<file path="src/rtl/sli_rst_sequencer_if.sv">
// Handshake bundle for sli_rst_sequencer: software request and delay config in,
// per-domain active-low resets and status out.
interface sli_rst_sequencer_if #(
  parameter int NUM_CH = 4,
  parameter int CNT_W  = 8
);
  logic                    sw_rst_req;
  logic [NUM_CH*CNT_W-1:0] dly_cfg;
  logic [NUM_CH-1:0]       ch_rst_n;
  logic                    busy;
  logic                    seq_done;

  modport master (output sw_rst_req, dly_cfg, input ch_rst_n, busy, seq_done);
  modport slave  (input sw_rst_req, dly_cfg, output ch_rst_n, busy, seq_done);
endinterface

</file>
<file path="src/rtl/sli_rst_sequencer.sv">
// Reset sequencer: asserts NUM_CH active-low domain resets together, releases them in ascending
// order with programmable spacing. Define SLI_RST_REQ_FILTER_EN to debounce sw_rst_req (2 cycles).
module sli_rst_sequencer #(
  parameter int NUM_CH      = 4,
  parameter int CNT_W       = 8,
  parameter int SYNC_STAGES = 2,
  parameter int HOLD_CYC    = 8
) (
  input logic                clk,
  input logic                reset,
  sli_rst_sequencer_if.slave bus
);
  localparam int HOLD_W = $clog2(HOLD_CYC + 1);
  localparam int CW     = (CNT_W > HOLD_W) ? CNT_W : HOLD_W;
  localparam int IW     = (NUM_CH > 1) ? $clog2(NUM_CH) : 1;
  localparam logic [IW-1:0] LAST_IDX  = IW'(NUM_CH - 1);
  localparam logic [CW-1:0] HOLD_LOAD = CW'(HOLD_CYC - 1);

  typedef enum logic [1:0] {SYNC, HOLD, SEQ, DONE} state_t;

  state_t                 state, state_nxt;
  logic [CW-1:0]          cnt, cnt_nxt;
  logic [IW-1:0]          idx, idx_nxt;
  logic [NUM_CH-1:0]      ch, ch_nxt;
  logic                   seq_done, seq_done_nxt;
  logic                   busy, busy_nxt;
  logic [SYNC_STAGES-1:0] sync_chain;
  logic                   sync_out;
  logic                   req_acc;

  function automatic logic [CW-1:0] dly_field(input logic [NUM_CH*CNT_W-1:0] cfg,
                                              input logic [IW-1:0] i);
    return CW'(cfg[int'(i)*CNT_W +: CNT_W]);
  endfunction

  // Reset release is synchronised; assertion stays asynchronous
  always_ff @(posedge clk or posedge reset) begin
    if (reset) sync_chain <= '0;
    else       sync_chain <= {sync_chain[SYNC_STAGES-2:0], 1'b1};
  end
  assign sync_out = sync_chain[SYNC_STAGES-1];

`ifdef SLI_RST_REQ_FILTER_EN
  logic req_d1, req_filt, req_filt_d1;
  assign req_filt = bus.sw_rst_req & req_d1;
  always_ff @(posedge clk or posedge reset) begin
    if (reset) begin
      req_d1      <= 1'b0;
      req_filt_d1 <= 1'b0;
    end else begin
      req_d1      <= bus.sw_rst_req;
      req_filt_d1 <= req_filt;
    end
  end
  // One acceptance per rising edge of the 2-cycle-qualified request
  assign req_acc = req_filt & ~req_filt_d1;
`else
  assign req_acc = bus.sw_rst_req;
`endif

  always_ff @(posedge clk or posedge reset) begin
    if (reset) begin
      state    <= SYNC;
      cnt      <= '0;
      idx      <= '0;
      ch       <= '0;
      seq_done <= 1'b0;
      busy     <= 1'b1;
    end else begin
      state    <= state_nxt;
      cnt      <= cnt_nxt;
      idx      <= idx_nxt;
      ch       <= ch_nxt;
      seq_done <= seq_done_nxt;
      busy     <= busy_nxt;
    end
  end

  always_comb begin
    state_nxt    = state;
    cnt_nxt      = cnt;
    idx_nxt      = idx;
    ch_nxt       = ch;
    seq_done_nxt = seq_done;
    busy_nxt     = busy;
    unique case (state)
      SYNC: begin
        if (sync_out) begin
          state_nxt = SEQ;
          idx_nxt   = '0;
          cnt_nxt   = dly_field(bus.dly_cfg, '0);
        end
      end
      HOLD: begin
        if (cnt == '0) begin
          state_nxt = SEQ;
          idx_nxt   = '0;
          cnt_nxt   = dly_field(bus.dly_cfg, '0);
        end else begin
          cnt_nxt = cnt - 1'b1;
        end
      end
      SEQ: begin
        if (cnt != '0) begin
          cnt_nxt = cnt - 1'b1;
        end else begin
          ch_nxt[idx] = 1'b1;
          if (idx == LAST_IDX) begin
            state_nxt    = DONE;
            seq_done_nxt = 1'b1;
            busy_nxt     = 1'b0;
          end else begin
            idx_nxt = idx + 1'b1;
            cnt_nxt = dly_field(bus.dly_cfg, idx + 1'b1);
          end
        end
      end
      DONE: begin
        seq_done_nxt = 1'b1;
        busy_nxt     = 1'b0;
      end
      default: state_nxt = SYNC;
    endcase
    // A request overrides whatever the current state would do, except while resynchronising
    if (req_acc && (state != SYNC)) begin
      state_nxt    = HOLD;
      cnt_nxt      = HOLD_LOAD;
      idx_nxt      = '0;
      ch_nxt       = '0;
      seq_done_nxt = 1'b0;
      busy_nxt     = 1'b1;
    end
  end

  assign bus.ch_rst_n = ch;
  assign bus.seq_done = seq_done;
  assign bus.busy     = busy;
endmodule

</file>
<file path="src/flat_wrapper.sv">
// flat-port wrapper written by rule: the top's interface ports become plain ports
module sli_rst_sequencer_flat 
#(
  parameter int NUM_CH      = 4,
  parameter int CNT_W       = 8,
  parameter int SYNC_STAGES = 2,
  parameter int HOLD_CYC    = 8
)
  (clk, reset, bus_sw_rst_req, bus_dly_cfg, bus_ch_rst_n, bus_busy, bus_seq_done);
  sli_rst_sequencer_if #(.NUM_CH(NUM_CH), .CNT_W(CNT_W)) bus_i ();
  input logic clk;
  input logic reset;
  input wire logic [$bits(bus_i.sw_rst_req)-1:0] bus_sw_rst_req;
  input wire logic [$bits(bus_i.dly_cfg)-1:0] bus_dly_cfg;
  output wire logic [$bits(bus_i.ch_rst_n)-1:0] bus_ch_rst_n;
  output wire logic [$bits(bus_i.busy)-1:0] bus_busy;
  output wire logic [$bits(bus_i.seq_done)-1:0] bus_seq_done;
  assign bus_i.sw_rst_req = bus_sw_rst_req;
  assign bus_i.dly_cfg = bus_dly_cfg;
  assign bus_ch_rst_n = bus_i.ch_rst_n;
  assign bus_busy = bus_i.busy;
  assign bus_seq_done = bus_i.seq_done;
  sli_rst_sequencer #(.NUM_CH(NUM_CH), .CNT_W(CNT_W), .SYNC_STAGES(SYNC_STAGES), .HOLD_CYC(HOLD_CYC)) u_core (.clk(clk), .reset(reset), .bus(bus_i));
endmodule
</file>
<file path="config.mk">
export PLATFORM = sky130hd
export DESIGN_NAME = sli_rst_sequencer_flat
export DESIGN_NICKNAME = d
export VERILOG_FILES = /design/src/rtl/sli_rst_sequencer_if.sv /design/src/rtl/sli_rst_sequencer.sv /design/src/flat_wrapper.sv
export SDC_FILE = /design/constraint.sdc
export NUM_CORES = 1
export LEC_CHECK = 0
export ABC_AREA = 1
export BUFFER_PORTS_ARGS = -buffer_cell sky130_fd_sc_hd__buf_4
export CELL_PAD_IN_SITES_DETAIL_PLACEMENT = 1
export CELL_PAD_IN_SITES_GLOBAL_PLACEMENT = 1
export CORE_MARGIN = 5
export CORE_UTILIZATION = 35
export CTS_BUF_LIST = sky130_fd_sc_hd__clkbuf_8 sky130_fd_sc_hd__clkbuf_16
export DETAILED_ROUTE_END_ITERATION = 7
export PLACE_DENSITY_LB_ADDON = 0.1
export SYNTH_ARGS = -nofsm -noshare
export SYNTH_HDL_FRONTEND = slang
export SYNTH_SLANG_ARGS = --single-unit
</file>
<file path="constraint.sdc">
create_clock -name clk -period 2.11 [get_ports clk]
set_input_delay 0.211 -clock clk [delete_from_list [all_inputs] [get_ports clk]]
set_output_delay 0.211 -clock clk [all_outputs]
set_load 0.02 [all_outputs]
</file>
==> insert_results.sql, run 1 <==
INSERT INTO impl_metrics (metric_group, metric, value, unit) VALUES
('sta', 'unrepaired_setup_endpoints_after_global_routing', 'no', ''),
('placement', 'gpl.final_weighted_congestion', '0.820', ''),
('cells_and_area', 'diodes', '0', ''),
('run_status', 'status', 'finished clean', ''),
('placement', 'dpl.cell_count', '391', ''),
('clocking', 'tritoncts', 'done', ''),
('sta', 'timing_worst_slew_pin_value', '0.772', 'ns'),
('critical_path', 'critical_path.max_fanout', '7', ''),
('grt', 'grt_first_pass_wirelength', '9050', 'um'),
('floorplan', 'floorplan.die_area', '6730', 'sq um'),
('synth', 'synth_cells', '286', ''),
('critical_path', 'critPathKind', 'reg -> reg', ''),
('critical_path', 'worstSetupEndpointType', 'register', ''),
('cells_and_area', 'synthToLayoutAreaGrowth', '23.1', '%'),
('clocking', 'worst_setup_hold_path_clk_slew', '0.08', 'ns'),
('cells_and_area', 'stdcell_area', '2240', 'sq um'),
('sta', 'fin_worst_skew', '0.00737', 'ns'),
('synth', 'synth_enable_flop_cells', '0', ''),
('clocking', 'cts_hold_buffers_added', '0', ''),
('sta', 'maxSlewViolCount', '0', ''),
('route', 'via_per_inst', '4.79', ''),
('synth', 'async_flop_share', '1.00', ''),
('synth', 'synthTopCellsByArea', 'dfrtp_1 (26%), nand2_1 (26%), nand3_1 (8.8%)', ''),
('critical_path', 'endpoint_required_time_on_the_critical_path', '2.25', 'ns'),
('pwr', 'irDropWorstVdd', '0.779', 'mV'),
('sta', 'timing.hold.ws', '0.0895', 'ns'),
('clocking', 'cts_root_buffer', 'clkbuf_8', ''),
('cells_and_area', 'finish.utilization', '0.441', ''),
('placement', 'postPlaceCellArea', '2160', 'sq um'),
('route', 'drt-initial-drc-count', '73', ''),
('synth', 'synth_largest_area_cell', 'dfrtp_1', ''),
('synth', 'post_synth_most_frequent_cells', 'nand2_1 (125), nand3_1 (32), inv_1 (27)', ''),
('grt', 'grt_util_all_layers', '0.172', ''),
('synth', 'mappedNetlistNets', '331', ''),
('cells_and_area', 'multi_input_comb_area', '1120', 'sq um'),
('clocking', 'cts.repair_timing.setup_buffer_count', '0', ''),
('pwr', 'pwr_density_cell', '1330', 'nW/um^2'),
('clocking', 'postcts_resize_cnt', '0', ''),
('grt', 'grtUsageMet1', '0.208', ''),
('sta', 'tns', '0', 'ns'),
('synth', 'post-synth-top-count-cell', 'nand2_1', ''),
('synth', 'yosys_register_bits', '20', ''),
('min_path', 'class_of_the_most_critical_hold_timing_path', 'in -> async', ''),
('flow_run', 'drv_cap', '0', ''),
('clocking', 'cts-root-to-sink-buffers', '2', ''),
('cells_and_area', 'fill_cells', '689', ''),
('sta', 'share_of_the_cycle_needed_by_the_critical_path_after_routing', '0.871', ''),
('clocking', 'clk-insertion-delay-late', '0.26', 'ns'),
('sta', 'timing.max_slew.rel_slack', '0.485', ''),
('route', 'routed-via-count', '1893', ''),
('synth', 'yosys.cell_types.count', '31', ''),
('grt', 'grt_antenna_before_repair', '0', ''),
('sta', 'setup_violations', '0', ''),
('clocking', 'cts-buffers-inserted', '3', ''),
('grt', 'first_global_vias', '2034', ''),
('floorplan', 'floorplan.initialDensity', '0.358', ''),
('grt', 'globalRoute.totalOverflow', '0', ''),
('placement', 'place_hpwl', '4250', 'um'),
('route', 'routed_wl', '5240', 'um'),
('critical_path', 'cp_data_arrival_time', '1.98', 'ns'),
('pwr', 'cellLeakagePower', '1.21', 'nW'),
('floorplan', 'design.core.area', '5070', 'sq um'),
('clocking', 'clock-sinks', '20', ''),
('sta', 'fmaxAchievable', '0.544', 'GHz'),
('cells_and_area', 'final_cells', '395', ''),
('floorplan', 'floorplan.die.width', '82.0', 'um'),
('cells_and_area', 'finish.net_count', '371', ''),
('synth', 'synthFlopType', 'dfrtp_1', ''),
('floorplan', 'rows', '26', ''),
('synth', 'yosys_warnings', '0', ''),
('route', 'number_of_remaining_drc_errors', '0', '');
[final timing paths]
check / start / end / slack [ns] / cells after the start
setup / recovery: u_core.state[0] / u_core.idx[1] / 0.27 / 8
hold / removal: reset / u_core.sync_chain[1] / 0.09 / 2
setup reg to reg: u_core.state[0] / u_core.idx[1] / 0.27 / 8
hold reg to reg: u_core.sync_chain[0] / u_core.sync_chain[1] / 0.35 / 0
max in group asynchronous: reset / u_core.idx[1] / 1.53 / 2
min in group clk: bus_sw_rst_req / u_core.bus.busy / 0.28 / 3
[critical path, stage by stage (launching register included)]
cell and delay (ns):
dfrtp_1 0.44, inv_1 0.09, ha_1 0.31, inv_1 0.11, a21oi_1 0.33, o21a_1 0.21
nand2_1 0.10, nand2_1 0.07, o21ai_0 0.07
[metal layers]
metal	up-vias	share of wire
met5	-	0
li1	966	-
met2	22	0.52
met4	0	0.0097
met1	899	0.44
met3	6	0.025
[where the power goes]
part	total, W	internal (W)	switching, W
registers	0.000655	0.000523	0.000132
logic	0.00193	0.000701	0.00122
clock network	0.000384	0.000253	0.000131
total	0.00296	0.00148	0.00149
[per-stage QoR]
stage	power [W]	setup slack, ns
finish	0.00296	0.271
global route	0.00332	0.0834
CTS	0.00303	0.264
detailed placement	0.00263	0.274
global placement	0.00259	0.306
floorplan	0.00214	0.215
[area by class of cell]
| class | instances | share of cell area |
|---|---|---|
| repair buffers | 45 | 0.151 |
| clock buffers | 3 | 0.0185 |
| well taps | 70 | 0.0392 |
| inverters | 30 | 0.0515 |
| flip-flops and latches | 20 | 0.224 |
| multi-input cells | 226 | 0.502 |
| clock inverters | 1 | 0.0134 |
[flip-flops by register name, indices dropped and copies added, names as in the netlist]
| signal | flops |
|---|---|
| u_core.sync_chain | 2 |
| u_core.state | 2 |
| u_core.cnt | 8 |
| u_core.idx | 2 |
| u_core.bus.busy | 1 |
| u_core.bus.seq_done | 1 |
| u_core.bus.ch_rst_n | 4 |
[cells by family (layout without fill, tap and decap cells)]
kind of cell	Yosys count	after routing	share of synthesized area
AND/OR/NAND/NOR	188	188	0.465
buffers and inverters	40	79	0.106
AO/OA/AOI/OAI	27	27	0.0820
flip-flops	20	20	0.276
adder cells (fa/ha/maj)	10	10	0.0689
other	1	1	0.00206
[placed cells by master, fill, tap and decap left out, drive strengths merged, types with 2 or more instances in the layout]
cell type  count
or2            2
a21oi         12
nor2          21
o21ai         12
buf           45
dfrtp         19
clkbuf         3
nand2        129
inv           30
nor3           2
nand3         34
ha            10
Note: power is estimated with default switching activity, not from simulation.
==> inputs of run 2 (changes only) <==
Settings changed: ABC_AREA 1 to unset, SLEW_MARGIN set to 0.
==> run 2 against run 1 <==
Routed wire length up 11%. First-iteration DRC count up 8.2%. Die area down 9.3%. Final area up 6.2%. Utilization up 9.3 points. Cell count down 25%. Total power up 19%.
==> insert_results.sql, run 2 <==
INSERT INTO impl_metrics (metric_group, metric, value, unit) VALUES
('critical_path', 'worstSetupEndpointType', 'register', ''),
('synth', 'syn-cell-area', '1630', 'sq um'),
('clocking', 'ctsHtreeMaxLevel', '1', ''),
('synth', 'synthTopCellsByArea', 'dfrtp_1 (29%), mux4_2 (11%), ha_1 (7.7%)', ''),
('clocking', 'worst_setup_hold_path_clk_slew', '0.09', 'ns'),
('floorplan', 'floorplan.die_area', '6110', 'sq um'),
('route', 'wire_per_inst', '19.5', 'um'),
('floorplan', 'floorplan.die.width', '78.1', 'um'),
('route', 'number_of_remaining_drc_errors', '0', ''),
('sta', 'unrepaired_setup_endpoints_after_global_routing', 'yes', ''),
('cells_and_area', 'layout.cells.most_common', 'buf_4', ''),
('clocking', 'cts_hold_buffers_added', '0', ''),
('grt', 'first_global_vias', '1937', ''),
('sta', 'fmaxAchievable', '0.488', 'GHz'),
('sta', 'period_needed', '2.05', 'ns'),
('critical_path', 'critPathKind', 'reg -> reg', ''),
('clocking', 'cts_root_buffer', 'clkbuf_8', ''),
('synth', 'synth_enable_flop_cells', '0', ''),
('clocking', 'clock-sinks', '20', ''),
('pwr', 'irDropWorstVdd', '0.739', 'mV'),
('route', 'final_antenna_net_count', '0', ''),
('critical_path', 'count_of_buffer_and_inverter_cells_on_the_critical_path', '2', ''),
('route', 'drt-initial-drc-count', '79', ''),
('grt', 'grt_util_all_layers', '0.196', ''),
('synth', 'yosys.cell_types.count', '43', ''),
('route', 'routed_wl', '5800', 'um'),
('clocking', 'clk-insertion-delay-late', '0.27', 'ns'),
('cells_and_area', 'multi_input_comb_area', '1120', 'sq um'),
('cells_and_area', 'fill_cells', '512', ''),
('sta', 'maxSlewViolCount', '0', ''),
('cells_and_area', 'most_flops_register', 'u_core.cnt', ''),
('placement', 'place_hpwl', '4520', 'um'),
('grt', 'globalRoute.totalOverflow', '0', ''),
('route', 'drtPass1Iterations', '4', ''),
('grt', 'grt_start_max_net_pins', '21', ''),
('placement', 'gpl.final_weighted_congestion', '0.892', ''),
('cells_and_area', 'seqCellArea', '503', 'sq um'),
('sta', 'report.final.hold_viol_count', '0', ''),
('sta', 'share_of_the_cycle_needed_by_the_critical_path_after_routing', '0.972', ''),
('critical_path', 'worst_path_dominant_cell_family', 'compound AO/OA/AOI/OAI gates', ''),
('floorplan', 'floorplan.initialDensity', '0.366', ''),
('cells_and_area', 'layout_common_cells', 'buf_4 (73), dfrtp_1 (18), nand2_1 (16)', ''),
('sta', 'timing_worst_slew_pin_value', '0.806', 'ns'),
('critical_path', 'cp_slowest_cell', 'or3b_4', ''),
('floorplan', 'design.core.area', '4440', 'sq um'),
('cells_and_area', 'largest_register_ff_count', '8', ''),
('sta', 'setup_violations', '0', ''),
('placement', 'place.port_buffers', '40', ''),
('synth', 'yosys_register_bits', '20', ''),
('run_status', 'status', 'finished clean', ''),
('synth', 'post_synth.cell_area_avg', '9.23', 'sq um'),
('synth', 'yosys_warnings', '0', ''),
('pwr', 'cellLeakagePower', '1.07', 'nW'),
('flow_run', 'drv_cap', '0', ''),
('route', 'routed-via-count', '1724', ''),
('clocking', 'cts-root-to-sink-buffers', '2', ''),
('critical_path', 'critical_path.max_fanout', '3', ''),
('pwr', 'pwr_density_cell', '1480', 'nW/um^2'),
('synth', 'synth_cells', '176', ''),
('cells_and_area', 'finish.net_count', '292', ''),
('synth', 'post-synth-top-count-cell', 'dfrtp_1', ''),
('cells_and_area', 'synthToLayoutAreaGrowth', '46.0', '%'),
('sta', 'timing.max_slew.rel_slack', '0.462', ''),
('synth', 'mappedNetlistNets', '221', ''),
('critical_path', 'crit_path_start_kind', 'register', ''),
('synth', 'synthFlopType', 'dfrtp_1', ''),
('floorplan', 'rows', '24', ''),
('cells_and_area', 'post_route_cells_drive_above_1_share', '0.459', ''),
('synth', 'async_flop_share', '1.00', ''),
('floorplan', 'die_y', '78.1', 'um'),
('min_path', 'class_of_the_most_critical_hold_timing_path', 'in -> async', ''),
('critical_path', 'endpoint_required_time_on_the_critical_path', '2.24', 'ns'),
('critical_path', 'timing.critical_path.slowest_cell_delay', '0.42', 'ns'),
('critical_path', 'crit_path_cell_trace', 'inv_1 > ha_1 > or3b_4 > buf_4 > o21ai_2 > a21oi_1 > o31ai_1 > o41ai_1', ''),
('cells_and_area', 'diodes', '0', ''),
('critical_path', 'cp_data_arrival_time', '2.19', 'ns'),
('floorplan', 'floorplan.io_pins', '41', ''),
('clocking', 'tritoncts', 'done', ''),
('sta', 'fin_worst_skew', '0.00849', 'ns'),
('synth', 'synth_largest_area_cell', 'dfrtp_1', ''),
('placement', 'postPlaceCellArea', '2200', 'sq um'),
('synth', 'synth_sequential_area_ratio', '0.309', ''),
('synth', 'post_synth_most_frequent_cells', 'dfrtp_1 (19), nand2_1 (16), nor2_1 (14)', ''),
('clocking', 'cts-buffers-inserted', '3', ''),
('sta', 'timing.hold.ws', '0.0987', 'ns'),
('synth', 'synth_top_area_frac', '0.293', ''),
('route', 'via_per_inst', '5.79', ''),
('grt', 'grt_antenna_before_repair', '0', ''),
('grt', 'grt_first_pass_wirelength', '9590', 'um'),
('cells_and_area', 'stdcell_area', '2370', 'sq um');
==> run 2: repair_timing <==
item                                    in CTS  in global routing
resized for setup                            4                 10
pin swaps                                    0                  3
setup buffers                                0                  3
endpoints found under the setup margin       5                  9
==> run 2: kinds of logic after synthesis <==
kind of cell	count (synthesis)	synth area share
adders and majority gates	10	0.0770
muxes	10	0.123
other	1	0.00231
AOI/OAI and AO/OA	60	0.265
buffers and inverters	21	0.0547
DFF	20	0.309
and+or+nand+nor	54	0.169
==> run 2: path summary, 6_finish.rpt <==
check,startpoint,to,slack (ns),cells past startpoint
setup / recovery,u_core.cnt[1],u_core.state[0],0.06,8
hold / removal,reset,u_core.bus.seq_done,0.1,2
setup reg to reg,u_core.cnt[1],u_core.state[0],0.06,8
hold reg to reg,u_core.sync_chain[0],u_core.sync_chain[1],0.36,0
max in group asynchronous,reset,u_core.cnt[3],1.46,2
min in group clk,bus_dly_cfg[0],u_core.cnt[0],0.24,3
==> run 2: through the flow <==
step | utilization | worst slack (ns) | setup TNS [ns] | power, W | instances
final | 0.534 | 0.0596 | 0 | 0.00352 | 298
after global placement | 0.495 | 0.0782 | 0 | 0.00284 | 291
after CTS | 0.514 | 0.0283 | 0 | 0.00336 | 295
after floorplan | - | 0.00271 | 0 | 0.00201 | 176
after detailed placement | 0.495 | -0.0384 | -0.0993 | 0.00291 | 291
after global routing | 0.534 | 0.00181 | 0 | 0.00380 | 298
==> run 2: power breakdown <==
part / switching [W] / internal (W)
registers: 0.0000776 / 0.000505
clock network: 0.000142 / 0.000253
logic: 0.00135 / 0.00120
==> run 2: routing by layer <==
| layer | global-route usage | routed length (um) |
|---|---|---|
| met1 | 0.235 | 2460 |
| met2 | 0.361 | 3000 |
| met3 | 0.0309 | 235 |
| met4 | 0.0577 | 99 |
| met5 | 0 | 0 |
==> run 2: final cells by class <==
type	instances	share of cell area
multi-input combinational	135	0.471
timing repair buffer	74	0.239
sequential	20	0.212
tap	52	0.0274
inverter	13	0.0206
clock buffer	3	0.0174
clock inverter	1	0.0127
